## config.mk

```make
export PLATFORM = sky130hd
export DESIGN_NAME = dac_sample_feeder
export DESIGN_NICKNAME = d
export VERILOG_FILES = /design/src/rtl/dac_pkg.sv /design/src/rtl/sync_fifo.sv /design/src/rtl/dac_sample_feeder.sv
export SDC_FILE = /design/constraint.sdc
export NUM_CORES = 1
export LEC_CHECK = 0
export ABC_CLOCK_PERIOD_IN_PS = 7450
export BUFFER_PORTS_ARGS = -buffer_cell sky130_fd_sc_hd__buf_2
export CORE_MARGIN = 5
export CORE_UTILIZATION = 35
export CTS_CLUSTER_SIZE = 40
export DETAILED_ROUTE_END_ITERATION = 8
export GPL_ROUTABILITY_DRIVEN = 0
export PLACE_DENSITY_LB_ADDON = 0.12
export SLEW_MARGIN = 20
export SYNTH_ARGS = -nofsm -noshare
export SYNTH_HDL_FRONTEND = slang
export SYNTH_HIERARCHICAL = 1
export SYNTH_SLANG_ARGS = --single-unit
```

## constraint.sdc

```tcl
create_clock -name clk -period 7.45 [get_ports clk]
set_input_delay 1.8625 -clock clk [delete_from_list [all_inputs] [get_ports clk]]
set_output_delay 1.8625 -clock clk [all_outputs]
set_load 0.1 [all_outputs]
```

## src/rtl/dac_pkg.sv

```systemverilog
// Shared types and helpers for the sigma-delta DAC sample path.
package dac_pkg;

    typedef enum logic [1:0] {
        FEED_IDLE,
        FEED_PRIME,
        FEED_PLAY
    } feed_state_t;

    // Offset-binary zero: only the MSB of a width-bit sample is set.
    function automatic logic [31:0] midscale(input int width);
        return 32'd1 << (width - 1);
    endfunction

endpackage

```

## src/rtl/sync_fifo.sv

```systemverilog
// Single-clock FIFO with first-word-fall-through head and an occupancy count.
module sync_fifo #(
    parameter int WIDTH = 8,
    parameter int DEPTH = 16
) (
    input  logic                     clk,
    input  logic                     reset,
    input  logic                     push_i,
    input  logic [WIDTH-1:0]         push_data_i,
    input  logic                     pop_i,
    output logic [WIDTH-1:0]         head_o,
    output logic [$clog2(DEPTH):0]   level_o,
    output logic                     full_o,
    output logic                     empty_o
);

    localparam int AW = $clog2(DEPTH);

    logic [WIDTH-1:0] mem_q [DEPTH];
    logic [AW-1:0]    wr_ptr_q;
    logic [AW-1:0]    rd_ptr_q;
    logic [AW:0]      level_q;
    logic             do_push;
    logic             do_pop;

    assign full_o  = (level_q == (AW+1)'(DEPTH));
    assign empty_o = (level_q == '0);
    assign do_push = push_i && !full_o;
    assign do_pop  = pop_i && !empty_o;
    assign head_o  = mem_q[rd_ptr_q];
    assign level_o = level_q;

    // NOTE: storage is deliberately not reset; level_q decides which entries are meaningful.
    always_ff @(posedge clk) begin
        if (do_push) begin
            mem_q[wr_ptr_q] <= push_data_i;
        end
    end

    // NOTE: sequential state uses non-blocking assignments so every register samples pre-edge values.
    always_ff @(posedge clk) begin
        if (reset) begin
            wr_ptr_q <= '0;
            rd_ptr_q <= '0;
            level_q  <= '0;
        end else begin
            if (do_push) begin
                wr_ptr_q <= wr_ptr_q + 1'b1;
            end
            if (do_pop) begin
                rd_ptr_q <= rd_ptr_q + 1'b1;
            end
            unique case ({do_push, do_pop})
                2'b10:   level_q <= level_q + 1'b1;
                2'b01:   level_q <= level_q - 1'b1;
                default: level_q <= level_q;
            endcase
        end
    end

endmodule

```

## src/rtl/dac_sample_feeder.sv

```systemverilog
// Buffers producer samples, primes the FIFO, then paces them to the DAC at a programmable rate;
// holds the last sample on underrun and parks the output at midscale when stopped.
module dac_sample_feeder
    import dac_pkg::*;
#(
    parameter int WIDTH     = 8,
    parameter int DEPTH     = 16,
    parameter int DIV_WIDTH = 18
) (
    input  logic                       clk,
    input  logic                       reset,
    input  logic                       run,
    input  logic [DIV_WIDTH-1:0]       div,
    input  logic [WIDTH-1:0]           wr_data,
    input  logic                       wr_valid,
    output logic                       wr_ready,
    output logic [WIDTH-1:0]           dac_data,
    output logic                       dac_ena,
    output logic                       sample_tick,
    output logic [$clog2(DEPTH):0]     level,
    output logic                       underrun,
    input  logic                       clr_underrun
);

    localparam int                LW       = $clog2(DEPTH) + 1;
    localparam logic [WIDTH-1:0]  MIDSCALE = WIDTH'(midscale(WIDTH));
    localparam logic [LW-1:0]     PRIME_LV = LW'(DEPTH / 2);

    feed_state_t          state_q;
    logic [DIV_WIDTH-1:0] cnt_q;
    logic [DIV_WIDTH-1:0] cnt_d;
    logic [WIDTH-1:0]     dac_data_q;
    logic                 dac_ena_q;
    logic                 sample_tick_q;
    logic                 underrun_q;

    logic [WIDTH-1:0]     fifo_head;
    logic [LW-1:0]        fifo_level;
    logic                 fifo_full;
    logic                 fifo_empty;
    logic                 push;
    logic                 tick;
    logic                 play_tick;
    logic                 pop;
    logic                 starve;

    assign wr_ready = !fifo_full;
    assign push     = wr_valid && wr_ready;

    // Compare with >= so a div lowered mid-period fires immediately instead of wrapping.
    assign tick      = (state_q == FEED_PLAY) && (cnt_q >= div);
    assign cnt_d     = tick ? '0 : cnt_q + 1'b1;
    assign play_tick = tick && run;
    assign pop       = play_tick && !fifo_empty;
    assign starve    = play_tick && fifo_empty;

    sync_fifo #(
        .WIDTH (WIDTH),
        .DEPTH (DEPTH)
    ) u_fifo (
        .clk         (clk),
        .reset       (reset),
        .push_i      (push),
        .push_data_i (wr_data),
        .pop_i       (pop),
        .head_o      (fifo_head),
        .level_o     (fifo_level),
        .full_o      (fifo_full),
        .empty_o     (fifo_empty)
    );

    always_ff @(posedge clk) begin
        if (reset) begin
            state_q       <= FEED_IDLE;
            cnt_q         <= '0;
            dac_data_q    <= MIDSCALE;
            dac_ena_q     <= 1'b0;
            sample_tick_q <= 1'b0;
            underrun_q    <= 1'b0;
        end else begin
            sample_tick_q <= pop;

            // A starve event in the same cycle as a clear must not be lost.
            if (starve) begin
                underrun_q <= 1'b1;
            end else if (clr_underrun) begin
                underrun_q <= 1'b0;
            end

            case (state_q)
                FEED_IDLE: begin
                    cnt_q      <= '0;
                    dac_data_q <= MIDSCALE;
                    dac_ena_q  <= run;
                    if (run) begin
                        state_q <= FEED_PRIME;
                    end
                end
                FEED_PRIME: begin
                    cnt_q      <= '0;
                    dac_data_q <= MIDSCALE;
                    if (!run) begin
                        state_q   <= FEED_IDLE;
                        dac_ena_q <= 1'b0;
                    end else if (fifo_level >= PRIME_LV) begin
                        state_q <= FEED_PLAY;
                    end
                end
                FEED_PLAY: begin
                    if (!run) begin
                        state_q    <= FEED_IDLE;
                        cnt_q      <= '0;
                        dac_data_q <= MIDSCALE;
                        dac_ena_q  <= 1'b0;
                    end else begin
                        cnt_q <= cnt_d;
                        if (pop) begin
                            dac_data_q <= fifo_head;
                        end
                    end
                end
                default: begin
                    state_q    <= FEED_IDLE;
                    cnt_q      <= '0;
                    dac_data_q <= MIDSCALE;
                    dac_ena_q  <= 1'b0;
                end
            endcase
        end
    end

    assign dac_data    = dac_data_q;
    assign dac_ena     = dac_ena_q;
    assign sample_tick = sample_tick_q;
    assign level       = fifo_level;
    assign underrun    = underrun_q;

endmodule

```

== After elaboration in Yosys (flattened, before gate mapping) ==
Memories as Yosys holds them, arrays and structs flattened. A register that Yosys moved wholly into a read port is not among the register bits.
Index checks and enable logic that the tools add are counted.

* Register bits after elaboration: 36
* Bits in latches: 0
* Bits in writable memories: 128
* ROM bits: 0
* Input port bits: 31
* Memories: 1

{| class="wikitable"
|+ Memories
! memory !! words !! bits a word !! read ports !! clocked after memory_dff !! write ports !! RTL line !! RTL
|-
| u_fifo.mem_q || 16 || 8 || 1 || 1 || 1 || sync_fifo.sv:19 || <nowiki>logic [WIDTH-1:0] mem_q [DEPTH];</nowiki>
|}

* $add $sub $neg: 5
* Multipliers: 0
* Div/mod/pow operators: 0
* Order comparisons: 2
* Eq/ne operators: 9
* Shifts and indexed selects: 0
* Multiplexer cells: 12
* Bitwise gates (word level): 2
* Reduce and logical (&&, ||, !) cells: 17

{| class="wikitable"
|+ Operators by type and width
! operator !! number
|-
| 18-bit by 1-bit adder with 18-bit output (second input constant) || 1
|-
| 18-bit greater-or-equal comparator || 1
|-
| 5-bit one-hot mux with 2 select lines || 1
|-
| 4-bit by 1-bit adder with 4-bit output (second input constant) || 2
|-
| 2-bit 2-to-1 mux || 4
|-
| 1-bit logical AND || 7
|-
| 2-bit != test (second input constant) || 3
|-
| 2-bit one-hot mux with 3 select lines || 1
|-
| 5-bit by 1-bit adder with 5-bit output (second input constant) || 1
|-
| 5-bit equality test (second input constant) || 1
|-
| 5-bit by 4-bit greater-or-equal comparator with 1-bit output (second input constant) || 1
|-
| 5-bit zero test || 1
|-
| 1-bit 2-to-1 mux || 5
|-
| 5-bit by 1-bit subtractor with 5-bit output (second input constant) || 1
|-
| 2-bit by 1-bit equality test with 1-bit output (second input constant) || 2
|-
| 2-bit equality test (second input constant) || 2
|-
| 2-bit nonzero test || 2
|-
| 4-bit OR reduction || 1
|-
| 3-bit != test (second input constant) || 1
|-
| 3-bit AND reduction || 1
|-
| 3-bit OR reduction || 1
|-
| 1-bit zero test || 2
|-
| 2-bit zero test || 1
|-
| 1-bit inverter || 2
|-
| other kinds (2) || 2
|}

== Logic depth before layout (Yosys ltp) ==
* Depth after elaboration: 7
* Depth in mapped cells: 17
* Gate-level depth less buffers: 16

== By module ==
The synthesis kept the hierarchy.

{| class="wikitable"
|+ Modules (own cells, without submodules)
! module !! times used !! cells an instance !! area each (um2)
|-
| sync_fifo || 1 || 330 || 5891.9
|-
| dac_sample_feeder || 1 || 204 || 1840.5
|}

== Least setup slack after synthesis ==
Ideal clock, no wire load.

* Path kind: input -> register
* Start: input div[8]
* End: register u_fifo.level_q[4], in the netlist u_fifo/level_o[4]
* Library setup time: 0.129 ns
* Data arrival time: 4.767 ns
* Data required time: 7.321 ns
* Path slack: 2.553 ns
* Stages: 15
* Path through: inv_1 > ha_1 > a21o_1 > a221o_1 > a221oi_4 > nor2_4 > o21ai_4 > inv_1 > ha_1 > clkbuf_1 > xor2_1 > ha_1 > o31ai_1 > o22ai_1 > nand4bb_1

* Longest elaborated chain between the ends: 7
* Elaborated cells on any way between the ends: 9
* Classes of those cells: order compare: 1; eq/ne: 2; mux: 1; reduce/logical: 5

{| class="wikitable"
|+ RTL lines
! what !! RTL line !! RTL
|-
| start: declaration || dac_sample_feeder.sv:13 || <nowiki>input logic [DIV_WIDTH-1:0] div,</nowiki>
|-
| 18-bit greater-or-equal comparator (*) || dac_sample_feeder.sv:51 || <nowiki>assign tick = (state_q == FEED_PLAY) && (cnt_q >= div);</nowiki>
|-
| 1-bit logical AND (*) || dac_sample_feeder.sv:51 ||
|-
| 1-bit logical AND (*) || dac_sample_feeder.sv:53 || <nowiki>assign play_tick = tick && run;</nowiki>
|-
| 1-bit logical AND (*) || dac_sample_feeder.sv:54 || <nowiki>assign pop = play_tick && !fifo_empty;</nowiki>
|-
| named net pop || dac_sample_feeder.sv:44 || <nowiki>logic pop;</nowiki>
|-
| 1-bit logical AND (*) || sync_fifo.sv:29 || <nowiki>assign do_pop = pop_i && !empty_o;</nowiki>
|-
| named net u_fifo.do_pop || sync_fifo.sv:24 || <nowiki>logic do_pop;</nowiki>
|-
| 2-bit by 1-bit equality test with 1-bit output / 2-bit equality test (equally long branches) || sync_fifo.sv:53 || <nowiki>unique case ({do_push, do_pop})</nowiki>
|-
| 5-bit one-hot mux with 2 select lines / 2-bit nonzero test (equally long branches) || - ||
|-
| end signal: assignment || sync_fifo.sv:54 || <nowiki>2'b10: level_q <= level_q + 1'b1;</nowiki>
|-
| end signal: assignment || sync_fifo.sv:55 || <nowiki>2'b01: level_q <= level_q - 1'b1;</nowiki>
|-
| end signal: assignment || sync_fifo.sv:56 || <nowiki>default: level_q <= level_q;</nowiki>
|-
| end: declaration || sync_fifo.sv:22 || <nowiki>logic [AW:0] level_q;</nowiki>
|}

The timed path passes the listed nets; every way through them passes the cells marked *.
A chain may end at the register's enable or synchronous reset.

== Worst setup path in the final report ==
* Start: input div[15]
* End: register u_fifo.level_q[4], in the netlist u_fifo/level_o[4]

The elaborated chain is that of the path after synthesis.

==> impl_metrics.csv <==
group,metric,value,unit
outcome,outcome,"completed",
global_route,antenna_found_initial,0,
floorplanning,die_y,159,um
sta,slew_violations,0,
floorplanning,io_pins,48,
detailed_routing,routed_wl,15800,um
global_route,grt_pass1_wl,25000,um
clocking,clock_tree.root_cell,"clkbuf_16",
sta,worst_pin_slew,1.08,ns
sta,setup_tns,0,ns
sta,relSlewSlack,27.5,%
yosys,synth-async-reset-ratio,0,%
clocking,post-cts-setup-buffers,0,
yosys,ys_seq_area_share,62.1,%
clocking,clkSlewWorstSetupHoldPaths,0.07,ns
floorplanning,initial_core_util,35.5,%
yosys,syn_avg_cell_area,14.5,um2
finish,area_growth_syn_to_layout,14.5,%
finish,n_antenna_cell,0,
yosys,ys_seq_elements,176,
setup_path,arrival,5.19,ns
placed_design,dp_cells,844,
setup_path,crit_fanout,12,
clocking,cts.htree.levels,4,
sta,fmax,0.204,GHz
run,drv_cap,0,
floorplanning,die_w,159,um
clocking,clock_path_buffers,2,
pwr,power_density,231,nW/um2
finish,fin_nets,644,
global_route,grt_pass1_vias,4376,
placed_design,dp_hpwl,10700,um
detailed_routing,via_count,4374,
yosys,synth_ff_type,"edfxtp_1",
detailed_routing,drt_iter0_drc,201,
clocking,clock-sinks,176,
yosys,synth_edf_count,128,
clocking,cts_hold_buf,0,
yosys,ys_warn_count,6,
yosys,syn_nets,595,
pwr,power_leakage,3.17,nW
yosys,syn_area,7730,um2
detailed_routing,routed_via_density,4.99,
sta,period_minus_slack,4.89,ns
sta,rsz0062_at_grt,"no",
global_route,overflow,0,
yosys,syn_inst,534,
yosys,synth_area_leaders,"edfxtp_1, dfxtp_1, mux4_2, ha_1, nor2_1",
detailed_routing,drc,0,
min_path,hold_class,"reg -> reg",
detailed_routing,final_antenna_net_count,0,
clocking,cts_tree,"yes",
sta,fin_worst_skew,0.0121,ns
global_route,grt_start_max_net_pins,33,
yosys,yosysTopAreaCell,"edfxtp_1",
finish,instances_no_fill,876,
sta,fin_crit_sh,65.7,%
sta,hold_viol,0,
clocking,cts_buffers,17,
setup_path,cp_data_required_time,7.75,ns
setup_path,start_kind,"input pin",
detailed_routing,wire_per_inst,18.1,um
placed_design,port-buffer-count,47,
floorplanning,rows,54,
setup_path,criticalPathCategory,"in -> reg",
yosys,synth_top_area_share,49.7,%
clocking,cts.repair.resized,0,
sta,final-setup-viol-count,0,
clocking,clock_latency,0.43,ns
floorplanning,fp.coreArea,21800,um2
setup_path,endpoint_kind,"flop",
global_route,grt_usage,13.2,%
pwr,peakVddDrop,0.117,mV
yosys,yosysUniqueCellTypes,64,
floorplanning,die_area,25200,um2
detailed_routing,firstDrtPassIters,4,
pwr,finalPower,2.05,mW
finish,layout-drive-gt1-share,24.0,%
[state kept, by name, indices dropped and copies added (netlist names), named ones only]
register	flops
underrun	1
u_fifo/rd_ptr_q	4
state_q	2
dac_ena	1
u_fifo/level_o	5
dac_data	8
cnt_q	18
u_fifo/wr_ptr_q	4
sample_tick	1
u_fifo/mem_q	128
[power by group]
part | switching (mW) | leakage (nW) | internal (mW)
logic | 0.0613 | 1.33 | 0.0294
clock network | 0.432 | 0.298 | 0.456
registers | 0.00737 | 1.55 | 1.06
[per-layer routing]
layer  track usage (%)  share of wire [%]  routed length [um]  up-vias
li1                  -                  -                   -     2102
met1              18.5                 48                7650     2199
met2              20.8                 47                7470       65
met3              3.04                3.7                 579        8
met4              3.41               0.80                 127        0
met5                 0                  0                   0        -
[cell families (layout without fill, tap and decap cells)]
group | count (synthesis) | count (layout) | share of synthesized area [%]
mux | 43 | 43 | 10.7
simple gates | 151 | 151 | 10.3
xor+xnor | 23 | 23 | 2.61
buf+inv | 53 | 115 | 3.06
fa+ha+maj | 30 | 30 | 4.85
compound gates | 58 | 58 | 6.28
flops | 176 | 176 | 62.1
[worst paths after layout]
| kind | from | endpoint | slack [ns] | cells past startpoint |
|---|---|---|---|---|
| setup / recovery | div[15] | u_fifo/level_o[4] | 2.56 | 17 |
| hold / removal | dac_data[1] | dac_data[1] | 0.47 | 2 |
| setup reg to reg | cnt_q[15] | u_fifo/level_o[4] | 3.75 | 15 |
| hold reg to reg | dac_data[1] | dac_data[1] | 0.47 | 2 |
[per-stage QoR]
stage | utilization, % | hold WS, ns | cell area, um2 | worst slack (ns)
4_1_cts | 40.7 | 0.472 | 8860 | 2.55
2_1_floorplan | - | 0.446 | 7730 | 2.55
5_1_grt | 40.7 | 0.492 | 8860 | 2.22
3_3_place_gp | 37.9 | 0.459 | 8240 | 2.29
3_5_place_dp | 37.9 | 0.460 | 8240 | 2.09
6_report | 40.7 | 0.467 | 8860 | 2.56
[cells in the final DEF (no fill, tap or decap), drive strengths merged, types with 2 or more instances in the layout]
cell	n
nand2b	3
nor2	55
nand3	12
clkbuf	17
dfxtp	48
a22oi	16
or4	2
o2111ai	2
a221o	2
edfxtp	128
inv	36
and3	9
xnor2	7
mux2i	11
a21oi	7
o21a	5
nor3	9
nand2	40
nor2b	5
a21o	4
a211oi	2
xor2	16
o221ai	3
and2	2
ha	30
o21ai	5
nand3b	2
nor3b	2
buf	52
o211ai	3
clkinv	10
nand4	4
mux4	32
[critical path, stage by stage]
cell and delay [ns]:
buf_2 0.07, inv_1 0.03, ha_1 0.28, nand4_1 0.15, nor3_2 0.34, and3_1 0.28, a221oi_4 0.12, nor2_4 0.34
o21ai_4 0.14, inv_1 0.08, ha_1 0.39, xor2_1 0.18, ha_1 0.23, nand2_1 0.06, o21ai_0 0.31, nor3_1 0.10
nand4bb_1 0.20
[layout make-up]
type | count | area [um2]
timing repair buffer | 52 | 273
clock buffer | 17 | 425
clock inverter | 15 | 188
sequential | 176 | 4810
inverter | 31 | 116
tap | 280 | 350
multi-input combinational | 305 | 2700
fill | 2023 | 12900
[synth_stat cells (9+ instances only)]
| cell | instances |
|---|---|
| nor2_1 | 44 |
| nand3_1 | 12 |
| and3_1 | 9 |
| mux4_2 | 32 |
| inv_1 | 30 |
| nand2_1 | 39 |
| mux2i_1 | 11 |
| ha_1 | 30 |
| a22oi_1 | 16 |
| nor2_4 | 10 |
| edfxtp_1 | 128 |
| clkbuf_1 | 11 |
| xor2_1 | 16 |
| dfxtp_1 | 48 |
Note: power is estimated with default switching activity, not from simulation.
